File: config.mk
export PLATFORM = sky130hd
export DESIGN_NAME = alu_mul_sequencer_flat
export DESIGN_NICKNAME = d
export VERILOG_FILES = /design/src/rtl/alu_mul_sequencer_if.sv /design/src/rtl/alu_mul_sequencer.sv /design/src/flat_wrapper.sv
export SDC_FILE = /design/constraint.sdc
export NUM_CORES = 1
export LEC_CHECK = 0
export CAP_MARGIN = 10
export CORE_AREA = 5 5 125 127
export CTS_BUF_LIST = sky130_fd_sc_hd__clkbuf_8
export CTS_CLUSTER_DIAMETER = 30
export DETAILED_ROUTE_END_ITERATION = 8
export DIE_AREA = 0 0 130 132
export PLACE_DENSITY = 0.8
export REMOVE_ABC_BUFFERS = 1
export SLEW_MARGIN = 20
export SYNTH_ARGS = -nofsm -noshare
export SYNTH_HDL_FRONTEND = slang
export SYNTH_SLANG_ARGS = --single-unit
File: constraint.sdc
create_clock -name clk_i -period 6 [get_ports clk_i]
set_input_delay 1.5 -clock clk_i [delete_from_list [all_inputs] [get_ports clk_i]]
set_output_delay 1.5 -clock clk_i [all_outputs]
set_load 0.05 [all_outputs]
File: src/rtl/alu_mul_sequencer_if.sv
// Handshake/data bundle between the EX stage and the multi-cycle multiply
// sequencer. The pipeline side (master) presents the decoded instruction and
// operands; the sequencer side (slave) answers with stall, busy, done and the
// product.
interface alu_mul_sequencer_if #(
  parameter int WIDTH = 32
);
  logic             start_i;
  logic [2:0]       alu_ctrl_i;
  logic [WIDTH-1:0] data1_i;
  logic [WIDTH-1:0] data2_i;
  logic             flush_i;
  logic             stall_o;
  logic             busy_o;
  logic             done_o;
  logic [WIDTH-1:0] result_o;

  modport master (
    output start_i, alu_ctrl_i, data1_i, data2_i, flush_i,
    input  stall_o, busy_o, done_o, result_o
  );

  modport slave (
    input  start_i, alu_ctrl_i, data1_i, data2_i, flush_i,
    output stall_o, busy_o, done_o, result_o
  );
endinterface

File: src/rtl/alu_mul_sequencer.sv
// Multi-cycle shift-add multiplier sitting beside the EX-stage ALU. It claims
// the MUL control code, stalls the front of the pipeline for WIDTH+1 cycles,
// and presents the low WIDTH bits of the product with a one-cycle done pulse.
module alu_mul_sequencer #(
  parameter int         WIDTH    = 32,
  parameter logic [2:0] MUL_CODE = 3'b100
) (
  input logic                clk_i,
  input logic                rst_i,
  alu_mul_sequencer_if.slave bus
);

  localparam int CNT_W = $clog2(WIDTH);
  localparam logic [CNT_W-1:0] LAST_CNT = CNT_W'(WIDTH - 1);

  typedef enum logic [1:0] {
    IDLE = 2'd0,
    RUN  = 2'd1,
    DONE = 2'd2
  } state_t;

  state_t           state;
  state_t           next_state;
  logic [WIDTH-1:0] mcand;
  logic [WIDTH-1:0] mplier;
  logic [WIDTH-1:0] acc;
  logic [CNT_W-1:0] cnt;
  logic [WIDTH-1:0] result_q;
  logic             accept;
  logic             last_iter;
  logic [WIDTH-1:0] acc_sum;

  // A MUL is only taken from IDLE; a flush in the same cycle vetoes it so a
  // squashed instruction never starts.
  assign accept    = (state == IDLE) && bus.start_i &&
                     (bus.alu_ctrl_i == MUL_CODE) && !bus.flush_i;
  assign last_iter = (cnt == LAST_CNT);
  assign acc_sum   = mplier[0] ? (acc + mcand) : acc;

  // Stall covers the accepting IDLE cycle and every RUN cycle; it is low in
  // DONE so the pipeline advances on the edge that leaves DONE.
  assign bus.stall_o  = accept || (state == RUN);
  assign bus.busy_o   = (state == RUN);
  assign bus.done_o   = (state == DONE);
  assign bus.result_o = result_q;

  // State register.
  always_ff @(posedge clk_i or posedge rst_i) begin
    if (rst_i) begin
      state <= IDLE;
    end else begin
      state <= next_state;
    end
  end

  // Next-state decode; flush wins over everything and DONE never restarts
  // even though the stalled MUL is still sitting on the inputs.
  always_comb begin
    next_state = state;
    if (bus.flush_i) begin
      next_state = IDLE;
    end else begin
      case (state)
        IDLE:    if (accept) next_state = RUN;
        RUN:     if (last_iter) next_state = DONE;
        DONE:    next_state = IDLE;
        default: next_state = IDLE;
      endcase
    end
  end

  // Shift-add datapath: one multiplier bit per RUN cycle, product captured
  // into result_q on the final iteration including that cycle's add.
  always_ff @(posedge clk_i or posedge rst_i) begin
    if (rst_i) begin
      mcand    <= '0;
      mplier   <= '0;
      acc      <= '0;
      cnt      <= '0;
      result_q <= '0;
    end else begin
      case (state)
        IDLE: begin
          if (accept) begin
            mcand  <= bus.data1_i;
            mplier <= bus.data2_i;
            acc    <= '0;
            cnt    <= '0;
          end
        end
        RUN: begin
          if (bus.flush_i) begin
            cnt <= '0;
          end else begin
            acc    <= acc_sum;
            mcand  <= mcand << 1;
            mplier <= mplier >> 1;
            cnt    <= cnt + 1'b1;
            if (last_iter) begin
              result_q <= acc_sum;
            end
          end
        end
        default: begin
          cnt <= '0;
        end
      endcase
    end
  end

endmodule

File: src/flat_wrapper.sv
// flat-port wrapper written by rule: the top's interface ports become plain ports
module alu_mul_sequencer_flat 
#(
  parameter int         WIDTH    = 32,
  parameter logic [2:0] MUL_CODE = 3'b100
)
  (clk_i, rst_i, bus_start_i, bus_alu_ctrl_i, bus_data1_i, bus_data2_i, bus_flush_i, bus_stall_o, bus_busy_o, bus_done_o, bus_result_o);
  alu_mul_sequencer_if #(.WIDTH(WIDTH)) bus_i ();
  input logic clk_i;
  input logic rst_i;
  input wire logic [$bits(bus_i.start_i)-1:0] bus_start_i;
  input wire logic [$bits(bus_i.alu_ctrl_i)-1:0] bus_alu_ctrl_i;
  input wire logic [$bits(bus_i.data1_i)-1:0] bus_data1_i;
  input wire logic [$bits(bus_i.data2_i)-1:0] bus_data2_i;
  input wire logic [$bits(bus_i.flush_i)-1:0] bus_flush_i;
  output wire logic [$bits(bus_i.stall_o)-1:0] bus_stall_o;
  output wire logic [$bits(bus_i.busy_o)-1:0] bus_busy_o;
  output wire logic [$bits(bus_i.done_o)-1:0] bus_done_o;
  output wire logic [$bits(bus_i.result_o)-1:0] bus_result_o;
  assign bus_i.start_i = bus_start_i;
  assign bus_i.alu_ctrl_i = bus_alu_ctrl_i;
  assign bus_i.data1_i = bus_data1_i;
  assign bus_i.data2_i = bus_data2_i;
  assign bus_i.flush_i = bus_flush_i;
  assign bus_stall_o = bus_i.stall_o;
  assign bus_busy_o = bus_i.busy_o;
  assign bus_done_o = bus_i.done_o;
  assign bus_result_o = bus_i.result_o;
  alu_mul_sequencer #(.WIDTH(WIDTH), .MUL_CODE(MUL_CODE)) u_core (.clk_i(clk_i), .rst_i(rst_i), .bus(bus_i));
endmodule
==> out/metrics.csv <==
metric,value,unit
status,"finished, final reports clean",
p_total,2.79,mW
cp_num_buf_inv,3,
drt_first_pass_iters,5,
wl_per_cell,15.7,um
maxSlewViolCount,0,
portBuffers,105,
htreeDepth,4,
leakage,4.40,nW
postSynthAreaPerCell,9.60,um2
finalWirelength,16600,um
ir_drop,190,uV
syn_area,7500,um2
clkSinkCount,135,
cp-start-kind,input port,
dieArea,17200,um2
post_cts_buffers,0,
clock_latency,0.46,ns
ctsResizeCount,0,
ys_ff_latch,135,
route.detailed.drc,0,
core_region_area,14300,um2
worstPathArrival,3.57,ns
cp_slowest_cell,clkdlybuf4s50_1,
drt_iter0_markers,311,
critPathMaxStageDelay,0.81,ns
hold_violations,0,
seq_area_frac_synth,45.0,%
synth_cells,781,
cp-end-kind,output pin,
fin_ws,0.928,ns
synth-edff-count,0,
grt_setup_unrepaired,false,
numCtsBuffers,17,
hold_slack,0.482,ns
hp-class,reg -> reg,
worst_pin_slew,1.05,ns
initial_core_util,52.4,%
setup_violations,0,
cp.required,4.50,ns
dp_slack,0.924,ns
skew,0.0182,ns
grt_first_pass_wirelength,28300,um
synthArstFlopShare,100,%
gp_congestion,0.910,
cp_max_fo,7,
cts_tree,yes,
ios,106,
dpl.hpwl,11400,um
grt_start_max_net_pins,103,
areaGrowthSynthToFinish,20.8,%
grt_pass1_vias,5905,
powerDensity,307,nW/um2
period_minus_slack,5.07,ns
gr-usage-all-layers,20.4,%
crit_family,buffers and inverters,
nets,970,
antenna_found_initial,0,
crit_type,in -> out,
die_h,132,um
timing.critical_path.mode_cell,clkdlybuf4s50_1,
yosysWarningCount,0,
grt.overflow.total,0,
drive_gt1_share,6.04,%
rows,44,
max_slew_margin,29.7,%
vias,5934,
maxCapViolCount,0,
cts-root-buf,clkbuf_8,
cts_hold_buf,0,
drtAntennaViolNets,0,
max_freq,0.197,GHz
die_w,130,um
ys.flop_type,dfrtp_1,
fin_crit_sh,84.5,%
crit_chain,"clkdlybuf4s50_1, nor4b_1, nand3_1, buf_4, nand2_1, clkdlybuf4s50_1",
synth.distinct_cells,58,
vias_per_cell,5.59,
antenna_cells,0,
cts_buffer_depth,2,
clkTransAtPathRegs,0.08,ns
[final timing paths]
kind	cells past startpoint	endpoint	slack [ns]	start
setup / recovery	6	bus_stall_o	0.93	bus_flush_i
hold / removal	2	u_core.mplier[4]$_DFFE_PP0P_	0.48	u_core.mplier[4]$_DFFE_PP0P_
setup reg to reg	9	u_core.bus.result_o[29]$_DFFE_PP0P_	2.62	u_core.state[1]$_DFFE_PP0P_
hold reg to reg	2	u_core.mplier[4]$_DFFE_PP0P_	0.48	u_core.mplier[4]$_DFFE_PP0P_
max in group asynchronous	3	u_core.mcand[18]$_DFFE_PP0P_	3.37	rst_i
min in group asynchronous	2	u_core.mplier[10]$_DFFE_PP0P_	1.63	rst_i
[Yosys cell counts, drive strengths merged (6+ instances only)]
cell / count / area [um2]
a21o: 8 / 60.1
a21oi: 40 / 200
a22o: 24 / 210
buf: 15 / 75.1
clkbuf: 33 / 125
dfrtp: 135 / 3380
ha: 33 / 413
inv: 9 / 33.8
mux2i: 88 / 881
nand2: 132 / 495
nand3: 14 / 82.6
nand4: 6 / 37.5
nor2: 22 / 82.6
o21ai: 119 / 596
xnor2: 22 / 193
xor2: 9 / 78.8
[flip-flops by register name (all words and copies together) (netlist names)]
name / flops
u_core.mcand: 32
u_core.acc: 32
u_core.cnt: 5
u_core.mplier: 32
u_core.state: 2
u_core.bus.result_o: 32
[cells by family (layout without fill, tap and decap cells)]
group / Yosys count / count (layout) / synth area share (%)
xor+xnor: 31 / 31 / 3.62
fa+ha+maj: 34 / 34 / 5.77
buf+inv: 57 / 154 / 3.12
flops: 135 / 135 / 45.0
simple gates: 209 / 209 / 12.5
compound gates: 225 / 225 / 17.9
mux: 90 / 90 / 12.0
[worst register-to-register path, stage by stage, from the launching register on]
cell,delay (ns)
dfrtp_1,0.40
nand2b_4,0.16
buf_4,0.73
nor2_1,0.45
nand2_2,0.15
buf_4,0.47
inv_1,0.41
and3_1,0.29
mux2i_1,0.14
nand2_1,0.07
[per-stage QoR]
step	area, um2	util (%)	std cells	TNS [ns]
2_1_floorplan	7300	-	733	-57.17
3_3_place_gp	8680	60.6	1030	0
3_5_place_dp	8680	60.6	1030	0
4_1_cts	9060	63.3	1062	0
5_1_grt	9060	63.3	1062	0
6_report	9060	63.3	1062	0
[cells in the final DEF, fill, tap and decap left out, types with 6 or more instances in the layout]
cell type,Yosys,final
xnor2_1,22,22
a22o_1,24,24
xor2_1,9,9
inv_1,8,8
ha_1,33,33
nand3_1,13,13
a21oi_1,40,40
a21o_1,8,8
clkbuf_8,0,18
mux2i_1,88,88
o21ai_0,111,111
nand2_1,132,131
buf_4,4,7
dfrtp_1,135,134
o21ai_1,8,8
clkdlybuf4s50_1,0,105
nand4_1,6,6
nor2_1,22,21
[layer usage]
| layer | routed length [um] | GRT usage, % |
|---|---|---|
| met1 | 7800 | 27.5 |
| met2 | 7470 | 31.2 |
| met3 | 1070 | 6.56 |
| met4 | 286 | 6.93 |
| met5 | 0 | 0 |
[power by group]
group / internal [mW] / switching, mW / total [mW]
registers: 1.07 / 0.130 / 1.20
clock network: 0.374 / 0.360 / 0.734
logic: 0.382 / 0.470 / 0.852
total: 1.83 / 0.960 / 2.79
[cell type report]
cell class	count	area (um2)
clock buffer	18	248
inverter	9	38.8
multi-input combinational	589	3910
clock inverter	14	135
timing repair buffer	113	1120
fill	1241	5250
tap	184	230
sequential	135	3380
Power figures use the tool's default switching activity.
